===== config.mk =====
export PLATFORM = sky130hd
export DESIGN_NAME = reservation_station
export DESIGN_NICKNAME = d
export VERILOG_FILES = /design/src/rtl/reservation_station.sv
export SDC_FILE = /design/constraint.sdc
export NUM_CORES = 2
export LEC_CHECK = 0
export ABC_CLOCK_PERIOD_IN_PS = 5750
export CAP_MARGIN = 30
export CORE_UTILIZATION = 50
export DETAILED_ROUTE_END_ITERATION = 6
export PLACE_DENSITY = 0.74
export SKIP_CTS_REPAIR_TIMING = 1
export SLEW_MARGIN = 5
export SYNTH_ARGS = -nofsm -noshare
export SYNTH_HDL_FRONTEND = slang
export SYNTH_SLANG_ARGS = --single-unit

===== constraint.sdc =====
create_clock -name clk -period 5.75 [get_ports clk]
set_input_delay 1.15 -clock clk [delete_from_list [all_inputs] [get_ports clk]]
set_output_delay 1.15 -clock clk [all_outputs]
set_load 0.005 [all_outputs]

===== src/rtl/reservation_station.sv =====
// reservation_station: buffers renamed instructions until both operands are ready and issues the
// oldest ready one through a registered stage. Optional macro RS_ISSUE_BYPASS_EN: a ready dispatch skips the buffer.
`ifndef ADDR_WIDTH
`define ADDR_WIDTH 32
`endif
`ifndef DATA_WIDTH
`define DATA_WIDTH 32
`endif

package reservation_station_pkg;
    localparam int unsigned TAG_WIDTH    = 6;
    localparam int unsigned OPCODE_WIDTH = 4;

    typedef logic [TAG_WIDTH-1:0]    procyon_tag_t;
    typedef logic [OPCODE_WIDTH-1:0] procyon_opcode_t;

    typedef struct packed {
        procyon_opcode_t              opcode;
        logic [`ADDR_WIDTH-1:0]       iaddr;
        logic [`DATA_WIDTH-1:0]       insn;
        procyon_tag_t [1:0]           src_tag;
        logic [1:0][`DATA_WIDTH-1:0]  src_data;
        logic [1:0]                   src_rdy;
        procyon_tag_t                 dst_tag;
    } rs_entry_t;

    typedef struct packed {
        procyon_opcode_t        opcode;
        logic [`ADDR_WIDTH-1:0] iaddr;
        logic [`DATA_WIDTH-1:0] insn;
        logic [`DATA_WIDTH-1:0] src_a;
        logic [`DATA_WIDTH-1:0] src_b;
        procyon_tag_t           dst_tag;
    } rs_issue_t;
endpackage

module reservation_station
    import reservation_station_pkg::*;
#(
    parameter int unsigned RS_DEPTH = 4
) (
    input  logic                   clk,
    input  logic                   n_rst,
    input  logic                   i_flush,
    input  logic                   i_rs_en,
    input  procyon_opcode_t        i_rs_opcode,
    input  logic [`ADDR_WIDTH-1:0] i_rs_iaddr,
    input  logic [`DATA_WIDTH-1:0] i_rs_insn,
    input  procyon_tag_t           i_rs_src_tag  [0:1],
    input  logic [`DATA_WIDTH-1:0] i_rs_src_data [0:1],
    input  logic                   i_rs_src_rdy  [0:1],
    input  procyon_tag_t           i_rs_dst_tag,
    output logic                   o_rs_stall,
    input  logic                   i_cdb_en,
    input  procyon_tag_t           i_cdb_tag,
    input  logic [`DATA_WIDTH-1:0] i_cdb_data,
    input  logic                   i_fu_stall,
    output logic                   o_fu_valid,
    output procyon_opcode_t        o_fu_opcode,
    output logic [`ADDR_WIDTH-1:0] o_fu_iaddr,
    output logic [`DATA_WIDTH-1:0] o_fu_insn,
    output logic [`DATA_WIDTH-1:0] o_fu_src_a,
    output logic [`DATA_WIDTH-1:0] o_fu_src_b,
    output procyon_tag_t           o_fu_dst_tag
);
    localparam int unsigned IDX_WIDTH = $clog2(RS_DEPTH);

    logic [RS_DEPTH-1:0] valid_q, valid_d;
    rs_entry_t           entry_q [RS_DEPTH];
    rs_entry_t           entry_d [RS_DEPTH];
    logic [RS_DEPTH-1:0] age_q   [RS_DEPTH];
    logic [RS_DEPTH-1:0] age_d   [RS_DEPTH];
    rs_issue_t           fu_q, fu_d;
    logic                fu_valid_q, fu_valid_d;

    rs_entry_t           disp;
    logic [RS_DEPTH-1:0] ready_vec, blocked, sel_vec;
    logic                sel_any, free_any, alloc_en, bypass;
    logic [IDX_WIDTH-1:0] sel_idx, free_idx;

    function automatic rs_issue_t to_issue(input rs_entry_t e);
        rs_issue_t r;
        r.opcode  = e.opcode;
        r.iaddr   = e.iaddr;
        r.insn    = e.insn;
        r.src_a   = e.src_data[0];
        r.src_b   = e.src_data[1];
        r.dst_tag = e.dst_tag;
        return r;
    endfunction

    assign o_rs_stall = &valid_q;
    assign alloc_en   = i_rs_en && !o_rs_stall && !i_flush;

    // Dispatched entry, including a source produced on the CDB in the same cycle
    always_comb begin
        disp.opcode  = i_rs_opcode;
        disp.iaddr   = i_rs_iaddr;
        disp.insn    = i_rs_insn;
        disp.dst_tag = i_rs_dst_tag;
        for (int s = 0; s < 2; s++) begin
            disp.src_tag[s]  = i_rs_src_tag[s];
            disp.src_data[s] = i_rs_src_data[s];
            disp.src_rdy[s]  = i_rs_src_rdy[s];
            if (!i_rs_src_rdy[s] && i_cdb_en && (i_rs_src_tag[s] == i_cdb_tag)) begin
                disp.src_data[s] = i_cdb_data;
                disp.src_rdy[s]  = 1'b1;
            end
        end
    end

    // Oldest ready entry: ready and no other ready entry is older than it
    always_comb begin
        ready_vec = '0;
        blocked   = '0;
        sel_vec   = '0;
        for (int i = 0; i < RS_DEPTH; i++) begin
            ready_vec[i] = valid_q[i] && (&entry_q[i].src_rdy);
        end
        for (int i = 0; i < RS_DEPTH; i++) begin
            for (int j = 0; j < RS_DEPTH; j++) begin
                if (j != i && ready_vec[j] && age_q[j][i]) begin
                    blocked[i] = 1'b1;
                end
            end
            sel_vec[i] = ready_vec[i] && !blocked[i];
        end
    end

    always_comb begin
        sel_any  = 1'b0;
        sel_idx  = '0;
        free_any = 1'b0;
        free_idx = '0;
        for (int i = RS_DEPTH - 1; i >= 0; i--) begin
            if (sel_vec[i]) begin
                sel_any = 1'b1;
                sel_idx = IDX_WIDTH'(i);
            end
            if (!valid_q[i]) begin
                free_any = 1'b1;
                free_idx = IDX_WIDTH'(i);
            end
        end
    end

`ifdef RS_ISSUE_BYPASS_EN
    assign bypass = alloc_en && (&disp.src_rdy) && !(|ready_vec) && !i_fu_stall;
`else
    assign bypass = 1'b0;
`endif

    // Wakeup, select, allocate, flush; flush has the last word
    always_comb begin
        valid_d    = valid_q;
        entry_d    = entry_q;
        age_d      = age_q;
        fu_valid_d = fu_valid_q;
        fu_d       = fu_q;

        for (int i = 0; i < RS_DEPTH; i++) begin
            for (int s = 0; s < 2; s++) begin
                if (valid_q[i] && !entry_q[i].src_rdy[s] && i_cdb_en &&
                    (entry_q[i].src_tag[s] == i_cdb_tag)) begin
                    entry_d[i].src_data[s] = i_cdb_data;
                    entry_d[i].src_rdy[s]  = 1'b1;
                end
            end
        end

        if (!i_fu_stall) begin
            fu_valid_d = sel_any;
            if (sel_any) begin
                fu_d             = to_issue(entry_q[sel_idx]);
                valid_d[sel_idx] = 1'b0;
            end
        end

        if (bypass) begin
            fu_valid_d = 1'b1;
            fu_d       = to_issue(disp);
        end else if (alloc_en && free_any) begin
            valid_d[free_idx] = 1'b1;
            entry_d[free_idx] = disp;
            for (int j = 0; j < RS_DEPTH; j++) begin
                age_d[j][free_idx] = valid_q[j];
            end
            age_d[free_idx] = '0;
        end

        if (i_flush) begin
            valid_d    = '0;
            fu_valid_d = 1'b0;
        end
    end

    always_ff @(posedge clk or negedge n_rst) begin
        if (!n_rst) begin
            valid_q    <= '0;
            fu_valid_q <= 1'b0;
            fu_q       <= '0;
            for (int i = 0; i < RS_DEPTH; i++) begin
                entry_q[i] <= '0;
                age_q[i]   <= '0;
            end
        end else begin
            valid_q    <= valid_d;
            fu_valid_q <= fu_valid_d;
            fu_q       <= fu_d;
            for (int i = 0; i < RS_DEPTH; i++) begin
                entry_q[i] <= entry_d[i];
                age_q[i]   <= age_d[i];
            end
        end
    end

    assign o_fu_valid   = fu_valid_q;
    assign o_fu_opcode  = fu_q.opcode;
    assign o_fu_iaddr   = fu_q.iaddr;
    assign o_fu_insn    = fu_q.insn;
    assign o_fu_src_a   = fu_q.src_a;
    assign o_fu_src_b   = fu_q.src_b;
    assign o_fu_dst_tag = fu_q.dst_tag;
endmodule


==> out/summary.txt <==
=================================================================================================================
Synth Instances                                                                                             3,496
Overall die width                                                                                          270 µm
Filler cell count                                                                                           5,761
Antenna Violating Nets Remaining                                                                                0
Unrepaired setup endpoints after global routing                                                             false
Clock power share                                                                                           0.330
Total half-perimeter wirelength after legalization and detailed placement                               66,300 µm
First-pass GRT wire length                                                                             180,000 µm
# rows                                                                                                         97
Data required, critical path                                                                              6220 ps
Core area                                                                                              70,500 µm²
Complex-gate fraction of the synthesized area                                                               0.242
Worst hold-check path type                                                                             reg -> reg
Headroom to the max-slew limit                                                                              0.290
Number of search-and-repair iterations in the first detailed-routing pass                                       6
Pin count of the biggest net entering global routing                                                          126
Count of vias placed by the detailed router                                                                29,300
Maximum VDD drop                                                                                           225 µV
Combinational cell fraction of total power                                                                  0.218
Number of buffers between clock root and the deepest sink                                                       3
Static leakage                                                                                            18.9 nW
Starting DRC count in detailed routing                                                                      3,112
Period utilization                                                                                          0.666
Reg2Reg Capture Point                                                                                o_fu_src_a[31]
Clock tree from TritonCTS                                                                                     yes
Power per Cell Area                                                                                    383 nW/µm²
Clk_lat worst skew                                                                                         630 ps
Port buffer count                                                                                             335
Reg2Reg Setup Slack                                                                                       2110 ps
Vias in the first global route                                                                             29,900
Initial antenna violation count                                                                                 8
Share of the synthesized netlist area taken by xor and xnor gates                                          0.0147
Kind of end point of the critical path                                                                   register
Tmin final                                                                                                3830 ps
CTS sink cnt                                                                                                  763
DR DRC count                                                                                                    0
Max-cap violations                                                                                              0
Count of yosys warnings during synthesis                                                                        0
Type of element launching the critical path                                                          primary input
Post-synth cell types                                                                                          51
Max Clock Freq                                                                                            261 MHz
Simple-gate portion of the synthesized area                                                                 0.130
Worst Skew                                                                                                24.0 ps
Sequential group share of total power                                                                       0.452
Part of the Yosys area used for sequential elements                                                         0.533
Most common flop cell mapped by yosys                                                                     dfrtp_1
Critical path arrival                                                                                     4300 ps
Global Route Usage Sum                                                                                      0.317
Clock-pin transition on the worst setup and hold timing paths                                               60 ps
Final setup TNS                                                                                              0 ps
Crit Reg-Reg Startpoint                                                                                valid_q[2]
Area added between synthesis and finish                                                                     18.6%
Post-layout nets                                                                                            3,891
Average via count per standard cell                                                                          6.24
Arithmetic-cell share of the synthesized area counting full adders, half adders and majority gates              0
Multiplexer share of the synthesized area                                                                  0.0233
Starting density of the core                                                                                0.508
Routability-driven placement congestion ratio                                                               0.857
Critical path peak fanout                                                                                      19
Hold violation count in the final report                                                                        0
Die area                                                                                               72,700 µm²
P_int                                                                                                     11.6 mW
Switching power                                                                                           4.66 mW
Synthesized net count                                                                                       3,692
FF+latch count, synth                                                                                         763
Critical path launch point                                                                           i_cdb_tag[2]
Fraction of final layout cells sized beyond drive strength 1                                                0.167
Final-report max-slew violation count                                                                           0
Status                                                                                               complete, no violations
Last element of the critical path                                                                    entry_q[484]
Count of endpoints failing setup in the final report                                                            0
Number of buffers created by CTS                                                                               81
Type of the worst setup path                                                                            in -> reg
Number of ports placed on the die boundary                                                                    336
Die height                                                                                                 270 µm
Detailed-route wire length per cell                                                                       24.7 µm
Largest family of logic cells by synthesized area                                                    compound AO/OA/AOI/OAI gates
Mapped cell area                                                                                       35,800 µm²
CTS root buffer                                                                                         clkbuf_16
Tightest hold margin                                                                                       473 ps
Post-synthesis area per instance                                                                         10.2 µm²
H-Tree Depth                                                                                                    3
Switch share                                                                                                0.287
Post-route total power                                                                                    16.3 mW
DRT Wirelength                                                                                         116,000 µm
Residual overflow from global routing                                                                           0
Number of flops mapped to enable cells by yosys                                                                 0
Measured slew at the worst slew-check pin                                                                 1070 ps
FF-to-FF path depth                                                                                             7
Share of synthesized flip-flops with an asynchronous set or reset                                            1.00
=================================================================================================================
## power groups by stage
stage	Sequential [mW]	Combinational, mW	Clock (mW)
2_1_floorplan	7.22	1.73	0
3_3_place_gp	7.39	3.45	0
3_5_place_dp	7.41	3.54	0
4_1_cts	7.34	3.56	5.43
5_1_grt	7.47	3.88	5.64
6_report	7.35	3.55	5.38
## layout make-up
class / instances / area [µm²] / share of cell area
clock buffer: 120 / 2410 / 0.0566
multi-input combinational: 2311 / 14900 / 0.350
tap: 940 / 1180 / 0.0277
sequential: 763 / 19100 / 0.449
inverter: 128 / 480 / 0.0113
antenna: 5 / 12.5 / 0.000294
timing repair buffer: 410 / 4140 / 0.0975
clock inverter: 22 / 314 / 0.00739
## flip-flops by register name, indices dropped and copies added (netlist names)
signal	flops
age_q	12
entry_q	608
o_fu_dst_tag	6
o_fu_iaddr	32
o_fu_insn	32
o_fu_opcode	4
o_fu_src_a	32
o_fu_src_b	32
o_fu_valid	1
valid_q	4
## cells in the mapped netlist (8+ instances only)
library cell  instances  area [µm²]
o221a_2              55         619
nor3_1               14        70.1
nand4_1              20         125
xnor2_1              50         438
a221oi_2            130        1950
nand3_1              17        85.1
buf_2                89         445
a21oi_1             187         936
o21ai_0              75         375
o221a_1               9         101
o32a_1               64         641
o2bb2ai_1           105         920
o21ai_1               8        40.0
mux2_2               74         833
buf_12               11         220
a22o_1               32         280
xor2_1               10        87.6
buf_4                31         233
nor2_1              261         980
inv_1               128         480
a21oi_2             130        1140
nand2_1             828        3110
clkbuf_1            138         518
o21a_1               64         480
buf_1                19        71.3
o22ai_1              33         206
a221oi_1            103         902
dfrtp_1             763       19100
## stage by stage
stage / util / setup slack (ps) / cells / instance area (µm²)
after floorplan: - / 3050 / 3496 / 35800
after global placement: 0.561 / 1400 / 4544 / 39600
after detailed placement: 0.563 / 1360 / 4548 / 39700
after CTS: 0.601 / 1520 / 4690 / 42400
after global routing: 0.603 / 1810 / 4699 / 42500
final: 0.603 / 1920 / 4699 / 42500
## cells by family after synthesis
group / after synthesis
compound gates: 1006
flops: 763
mux: 74
xor+xnor: 60
simple gates: 1171
buf+inv: 422
## how the worst min path moves through the flow
stage | startpoint | end | slack [ps] | cells after the start
floorplan | entry_q[606] | entry_q[606] | 440 | 2
global placement | entry_q[606] | entry_q[606] | 460 | 2
detailed placement | entry_q[426] | entry_q[426] | 460 | 2
CTS | entry_q[448] | entry_q[448] | 480 | 2
global route | entry_q[441] | entry_q[441] | 490 | 2
finish | entry_q[448] | entry_q[448] | 470 | 2
## metal layers
metal,vias up,GRT usage,part of all wire
met5,-,0,0.00029
met4,6,0.135,0.039
met3,257,0.0705,0.094
met2,1564,0.491,0.46
met1,14700,0.429,0.41
li1,12800,-,-
## critical path, stage by stage
cell and delay, ps:
clkdlybuf4s50_1 860, xnor2_1 180, nand4_1 430, or2_2 500, o21ai_4 670, buf_4 360
a221oi_1 130
## placed cells by master (no fill, tap or decap), types with 83 or more instances in the layout
| master | Yosys | layout |
|---|---|---|
| a221oi_2 | 130 | 130 |
| inv_1 | 128 | 128 |
| clkdlybuf4s50_1 | 0 | 333 |
| nand2_1 | 828 | 828 |
| a21oi_2 | 130 | 130 |
| dfrtp_1 | 763 | 763 |
| a221oi_1 | 103 | 103 |
| clkbuf_16 | 0 | 83 |
| o2bb2ai_1 | 105 | 105 |
| nor2_1 | 261 | 257 |
| a21oi_1 | 187 | 185 |
No activity file was read; power rests on OpenSTA's default activity.
